===== config.mk =====
export PLATFORM = sky130hd
export DESIGN_NAME = instruction_loader
export DESIGN_NICKNAME = d
export VERILOG_FILES = /design/src/rtl/instruction_loader.sv
export SDC_FILE = /design/constraint.sdc
export NUM_CORES = 1
export LEC_CHECK = 0
export ABC_AREA = 1
export BUFFER_PORTS_ARGS = -buffer_cell sky130_fd_sc_hd__buf_2
export CELL_PAD_IN_SITES_DETAIL_PLACEMENT = 1
export CELL_PAD_IN_SITES_GLOBAL_PLACEMENT = 1
export CORE_ASPECT_RATIO = 1.4
export CORE_MARGIN = 4
export CORE_UTILIZATION = 45
export DETAILED_ROUTE_END_ITERATION = 8
export HOLD_SLACK_MARGIN = 0.12
export PLACE_DENSITY_LB_ADDON = 0.12
export SLEW_MARGIN = 20
export SYNTH_ARGS = -nofsm -noshare
export SYNTH_HDL_FRONTEND = slang
export SYNTH_SLANG_ARGS = --single-unit

===== constraint.sdc =====
create_clock -name clk -period 4.65 [get_ports clk]
set_input_delay 0 -clock clk [delete_from_list [all_inputs] [get_ports clk]]
set_output_delay 0 -clock clk [all_outputs]
set_load 0.005 [all_outputs]

===== src/rtl/instruction_loader.sv =====
// instruction_loader: receives a length-prefixed byte stream and writes it to instruction memory as little-endian words
module instruction_loader #(
    parameter int MEM_WORDS = 1024,
    parameter int BASE_ADDR = 0
) (
    input  logic        clk,
    input  logic        rst_n,
    input  logic        start,
    input  logic        in_valid,
    input  logic [7:0]  in_data,
    output logic        in_ready,
    output logic        mem_we,
    output logic [31:0] mem_addr,
    output logic [31:0] mem_wdata,
    output logic        cpu_hold,
    output logic        done,
    output logic        error
);
    typedef enum logic [2:0] {S_IDLE, S_LEN, S_DATA, S_WRITE, S_DONE, S_ERR} state_t;

    localparam logic [31:0] BASE = 32'(BASE_ADDR);
    localparam logic [31:0] MAXW = 32'(MEM_WORDS);

    state_t      state_q, state_d;
    logic [1:0]  byte_cnt_q, byte_cnt_d;
    logic [15:0] len_q, len_d;
    logic [15:0] idx_q, idx_d;
    logic [31:0] word_q, word_d;
    logic [31:0] addr_q, addr_d;
    logic [31:0] wdata_q, wdata_d;
    logic        take;
    logic [15:0] n_hdr;
    logic [31:0] next_word;

    assign in_ready  = (state_q == S_LEN) || (state_q == S_DATA);
    assign mem_we    = (state_q == S_WRITE);
    assign cpu_hold  = (state_q == S_LEN) || (state_q == S_DATA) || (state_q == S_WRITE) || (state_q == S_ERR);
    assign done      = (state_q == S_DONE);
    assign error     = (state_q == S_ERR);
    assign mem_addr  = addr_q;
    assign mem_wdata = wdata_q;

    // Next-state: header capture, byte assembly and the one-cycle write per word
    always_comb begin
        state_d    = state_q;
        byte_cnt_d = byte_cnt_q;
        len_d      = len_q;
        idx_d      = idx_q;
        word_d     = word_q;
        addr_d     = addr_q;
        wdata_d    = wdata_q;
        take       = in_valid && in_ready;
        n_hdr      = {in_data, len_q[7:0]};
        next_word  = {in_data, word_q[31:8]};
        case (state_q)
            S_IDLE, S_DONE, S_ERR: begin
                if (start) begin
                    state_d    = S_LEN;
                    byte_cnt_d = 2'd0;
                end
            end
            S_LEN: begin
                if (take) begin
                    if (byte_cnt_q == 2'd0) begin
                        len_d      = {8'h00, in_data};
                        byte_cnt_d = 2'd1;
                    end else begin
                        len_d      = n_hdr;
                        byte_cnt_d = 2'd0;
                        idx_d      = 16'd0;
                        state_d    = (n_hdr == 16'd0) ? S_DONE :
                                     ({16'h0000, n_hdr} > MAXW) ? S_ERR : S_DATA;
                    end
                end
            end
            S_DATA: begin
                if (take) begin
                    word_d     = next_word;
                    byte_cnt_d = byte_cnt_q + 2'd1;
                    if (byte_cnt_q == 2'd3) begin
                        wdata_d = next_word;
                        addr_d  = BASE + {14'b0, idx_q, 2'b00};
                        state_d = S_WRITE;
                    end
                end
            end
            S_WRITE: begin
                idx_d   = idx_q + 16'd1;
                state_d = (idx_q + 16'd1 == len_q) ? S_DONE : S_DATA;
            end
            default: state_d = S_IDLE;
        endcase
    end

    // State and datapath registers; reset leaves memory contents alone
    always_ff @(posedge clk or negedge rst_n) begin
        if (!rst_n) begin
            state_q    <= S_IDLE;
            byte_cnt_q <= 2'd0;
            len_q      <= 16'd0;
            idx_q      <= 16'd0;
            word_q     <= 32'd0;
            addr_q     <= 32'd0;
            wdata_q    <= 32'd0;
        end else begin
            state_q    <= state_d;
            byte_cnt_q <= byte_cnt_d;
            len_q      <= len_d;
            idx_q      <= idx_d;
            word_q     <= word_d;
            addr_q     <= addr_d;
            wdata_q    <= wdata_d;
        end
    end
endmodule


# After elaboration in Yosys (flattened, before gate mapping)
# Cells that the tools add are included.
dict set report classes {
  eq_ne 12
  order_cmp 1
  n_mux 18
  reduce_logical 17
  n_addsub 2
}
# cell count
set op_table {}
lappend op_table {{16-bit 2-to-1 mux} 3}
lappend op_table {{16-bit case mux with 2 select lines} 1}
lappend op_table {{3-bit 2-to-1 mux} 8}
lappend op_table {{16-bit by 1-bit adder with 16-bit output (second input constant)} 1}
lappend op_table {{16-bit == test} 1}
lappend op_table {{16-bit by 11-bit greater-than comparator with 1-bit output (second input constant)} 1}
lappend op_table {{16-bit logical NOT} 1}
lappend op_table {{3-bit case mux with 4 select lines} 1}
lappend op_table {{3-bit AND reduction} 3}
lappend op_table {{2-bit != test (second input constant)} 4}
lappend op_table {{3-bit by 2-bit == test with 1-bit output (second input constant)} 2}
lappend op_table {{3-bit == test (second input constant)} 2}
lappend op_table {{2-bit 2-to-1 mux} 3}
lappend op_table {{2-bit case mux with 3 select lines} 1}
lappend op_table {{5-bit AND reduction} 1}
lappend op_table {{2-bit AND reduction} 2}
lappend op_table {{4-bit AND reduction} 1}
lappend op_table {{3-bit by 1-bit == test with 1-bit output (second input constant)} 1}
lappend op_table {{3-bit logical NOT} 1}
lappend op_table {{1-bit logical OR} 3}
lappend op_table {{3-bit nonzero test} 1}
lappend op_table {{3-bit OR reduction} 1}
lappend op_table {{2-bit by 1-bit adder with 2-bit output (second input constant)} 1}
lappend op_table {{2-bit == test (second input constant)} 1}
lappend op_table {{other kinds (5)} 5}
dict set report totals {
  inputBits 12
  word_cells 58
  output_inout_bits 69
  ff_bits 117
}

# Longest topological paths before layout
dict set report depth {
  word_depth 6
  mapped_depth 17
  depth_no_buf 17
}

# Least setup slack after synthesis
# Ideal clock, no wire load.
dict set report synth_path {
  kind {register to register}
  from {register idx_q[0]}
  to {register state_q[1]}
  setup_time_ns 0.120
  t_arrival_ns 1.579
  path_slack_ns 2.950
  required_ns 4.530
  period_less_slack_ns 1.700
  stages_incl_launch_ff 17
  n_path_buf 0
  path_cell_list {dfrtp_1 > ha_1 > nand3_2 > inv_2 > nand2_1 > nand2_1 > nand2_1 > nand2_1 > nand2_1 > nor2_2 > nand2_1 > nor2_2 > nand2_1 > nand2_1 > nand2_1 > nand2_1 > nand2_1}
}
dict set report synth_between {
  elab_chain_cells 4
}
# item line
set synth_rtl {}
lappend synth_rtl {{start: declaration} 27} ;# logic [15:0] idx_q, idx_d;
lappend synth_rtl {{start signal: assignment} 109} ;# idx_q <= idx_d;
lappend synth_rtl {{16-bit by 1-bit adder with 16-bit output} 89} ;# state_d = (idx_q + 16'd1 == len_q) ? S_DONE : S_DATA;
lappend synth_rtl {{16-bit == test} 89}
lappend synth_rtl {{3-bit 2-to-1 mux} 89}
lappend synth_rtl {{3-bit case mux with 4 select lines} 55} ;# case (state_q)
lappend synth_rtl {{end signal: assignment} 106} ;# state_q <= state_d;
lappend synth_rtl {{end: declaration} 24} ;# state_t state_q, state_d;
# No other way between the ends.
# A chain may end at the register's enable or synchronous reset.

# Worst setup path in the final report
dict set report layout_path {
  from {register state_q[2]}
  to {register wdata_q[1], in the netlist mem_wdata[1]}
}
dict set report layout_between {
  elab_chain_cells 4
  word_cells_on_any_way 5
  classes_between {2 x eq/ne; 3 x reduce/logical}
}
# item line
set layout_rtl {}
lappend layout_rtl {{3-bit by 1-bit == test with 1-bit output or 3-bit by 2-bit == test with 1-bit output (tied branches)} {35, 55}}
lappend layout_rtl {{1-bit logical OR} 35} ;# assign in_ready = (state_q == S_LEN) || (state_q == S_DATA);
lappend layout_rtl {{1-bit logical AND} 52} ;# take = in_valid && in_ready;
lappend layout_rtl {{3-bit AND reduction (no line) *} --}
lappend layout_rtl {{end signal: assignment} 112} ;# wdata_q <= wdata_d;
lappend layout_rtl {{end: declaration} 30} ;# logic [31:0] wdata_q, wdata_d;
# Mark *: on every way between the ends. The rest lies on a longest branch, timed or not.

==> metrics <==
initial cell density of the core 0.465; Layout area overhead 15.1%; Synth Warn # 0; worst-margin pin slew approximately 0.79 ns; power per cell area 547 nW/um2; f_max 377 MHz; unrepaired setup endpoints after global routing false; Post-CTS Setup Bufs 0; CP arrival about 2.9 ns; Tmin final 2.66 ns; nets@finish ~690; critical path type flop to flop; worst vdd ir 243 uV; wire length of the first global-routing pass 22.4 mm; outcome finished clean; average size of a mapped cell 8.38 um2; Net Sw Frac 0.389; Die Y 134 um; largest stage delay on the critical path between 0.4 and 0.5 ns; Worst Path Max Fanout 64; DRT Pass-1 Iters 4; Logic pwr share 0.315; GR Util All Layers 0.216; PostCTS Resize Cnt 0; commonest cells in the netlist nand2_1 (170), dfrtp_1 (109), o21ai_0 (92); CP endpoint kind flop; max-slew violation count 0; crit path cell chain nor2_1 > inv_2 > nor2_4 > inv_2 > nor2_8 > nand2_2 > buf_4 > mux2_2; initial antenna violation count 0; gr ovfl total 0; CP Launch Point state_q[2]$_DFFE_PN0P_; Worst path most repeated cell inv_2; P_leak 2.95 nW; Max-Cap Viols 0; CTS sink count 109; cells taking the most area after synthesis dfrtp_1 (54%), nand2_1 (13%), o21ai_0 (9.1%), inv_1 (5.5%), nand3_1 (2.9%); cells after synthesis 606; FP Rows 45; hold_sp start; CTS tree built; Synth top area share 0.537; Buf/Inv on CP 3; Vias per Instance approximately 5.1; number of flops mapped to enable cells by yosys 0; origin of the critical flop-to-flop path state_q[2]$_DFFE_PN0P_; vias in the first global route 4519; clock skew 0.00643 ns; number of port buffers 64; Synth cell types 30; Sw Pwr 1.24 mW; post-route setup TNS 0 ns; Chip Width just under 100 um; core area approximately 11000 um2; async set-reset flop share out of synthesis 1.00; CTS clk-pin slew, worst paths 0.08 ns; final antenna-violating net count 0; Max Root-Sink Buffers 2; Flop pwr share 0.438; WL per Instance 16.7 um; dpl hpwl roughly 10 mm; H-tree levels 3; Top FF cell, synth dfrtp_1; most common cell in the netlist nand2_1; Synth Register Bits 109; cell family with most CP delay simple AND/OR/NAND/NOR gates; Core Util, Final 0.535; GPL Wtd Cong 0.898; Max transition margin 0.471; CP max stage cell nand2_2; clock share of power 0.247; Hold Path Class input port to flop; total number of vias 4187; fillers about 1300; clk root buf clkbuf_16; Cell Area, Synth 5080 um2; Int Power 1.96 mW; Worst EP required 4.89 ns; DRC Markers 0; Register Area 2730 um2; n_diodes 0; placed inst area 5450 um2; later-pin clock latency in the skew report 0.35 ns; DRT iter0 DRCs 213; pin count of the biggest net entering global routing 65; crit share post-route 0.571; area leader, netlist dfrtp_1; multi-input logic area between 1500 and 2000 um2; die area 13100 um2; Top Ports ~80; share of layout cells above drive strength 1 0.166; Setup Viol. Count Final 0; routed wire length 13.7 mm; Hold Violations, Final 0; total CTS buffers 9; final instance area 5840 um2; sequential-to-total area share from yosys stat 0.537; Worst setup SP type flop
==> worst register-to-register path, cell delays in order, from the launching register on <==
cell and delay, ns:
dfrtp_1 0.43, nor2_1 0.15, inv_2 0.08, nor2_4 0.12, inv_2 0.10, nor2_8 0.41
nand2_2 0.46, buf_4 0.46, mux2_2 0.35
==> layout make-up <==
cell class	count	share of cell area
Sequential cell	109	0.467
Multi-Input combinational cell	400	0.328
Timing Repair Buffer	75	0.0732
Inverter	79	0.0507
Clock buffer	10	0.0392
Tap cell	141	0.0302
Clock inverter	6	0.0124
==> kinds of logic after synthesis <==
kind of cell    after synthesis  share of synthesized area
fa+ha+maj                     3                    0.00739
simple gates                259                      0.227
xor+xnor                      3                    0.00518
flops                       109                      0.537
mux                           2                    0.00444
other cells                   1                   0.000739
compound gates              117                      0.121
buf+inv                     112                     0.0968
==> power groups by stage <==
| stage | clock network, mW | registers [mW] | logic, mW |
|---|---|---|---|
| after floorplan | 0 | 1.35 | 0.741 |
| after global placement | 0 | 1.40 | 0.964 |
| after detailed placement | 0 | 1.42 | 1.00 |
| after CTS | 0.808 | 1.40 | 1.02 |
| after global routing | 0.852 | 1.43 | 1.15 |
| final | 0.791 | 1.40 | 1.01 |
==> path summary, 6_finish.rpt <==
kind                                              to  slack (ns)  depth (start not counted)
setup / recovery            mem_wdata[1]$_DFFE_PN0P_        1.99                          8
hold / removal                state_q[2]$_DFFE_PN0P_        0.19                          5
setup reg to reg            mem_wdata[1]$_DFFE_PN0P_        1.99                          8
hold reg to reg              mem_addr[8]$_DFFE_PN0P_        0.48                          2
max in group asynchronous  mem_wdata[21]$_DFFE_PN0P_        3.25                          3
min in group asynchronous   mem_addr[10]$_DFFE_PN0P_        0.28                          2
==> metrics by stage <==
step	worst slack (ns)	hold WS [ns]	instances	total power, mW
after floorplan	2.95	-0.296	621	2.09
after global placement	2.03	0.143	795	2.37
after detailed placement	1.97	0.143	795	2.42
after CTS	1.94	0.176	820	3.23
after global routing	1.66	0.210	820	3.44
final	1.99	0.192	820	3.20
==> layer usage <==
metal  global-route usage  part of all wire  vias to the layer above
met2                0.396              0.54                       70
li1                     -                 -                     2036
met1                0.252              0.41                     2057
met4               0.0701             0.023                        0
met5                    0                 0                        -
met3               0.0424             0.031                       24
==> layout by cell type (no fill, tap or decap), types with 2 or more instances in the layout <==
cell type / count
dlygate4sd3_1: 9
xor2_1: 2
nand3_2: 3
inv_1: 74
o21ai_1: 4
clkinv_4: 3
inv_2: 4
nand4_1: 9
clkbuf_16: 9
conb_1: 16
dfrtp_1: 109
nand2_1: 170
a31oi_1: 2
nand3_1: 29
nand2_2: 7
mux2_2: 2
nor2_4: 5
nor2_2: 9
ha_1: 3
nor4_1: 2
o22ai_1: 18
buf_4: 3
nor2_1: 22
o21ai_0: 92
buf_2: 63
==> registers in the layout, indices dropped and copies added, names as in the netlist <==
signal	cells
byte_cnt_q	2
idx_q	16
len_q	16
mem_addr	16
mem_wdata	32
state_q	3
word_q	24
==> what timing repair did <==
action / 4_1_cts / 5_1_grt
endpoints found under the hold margin: 88 / 0
hold buffers: 9 / 0
endpoints found under the setup margin: 0 / 0
Power figures use the tool's default switching activity.
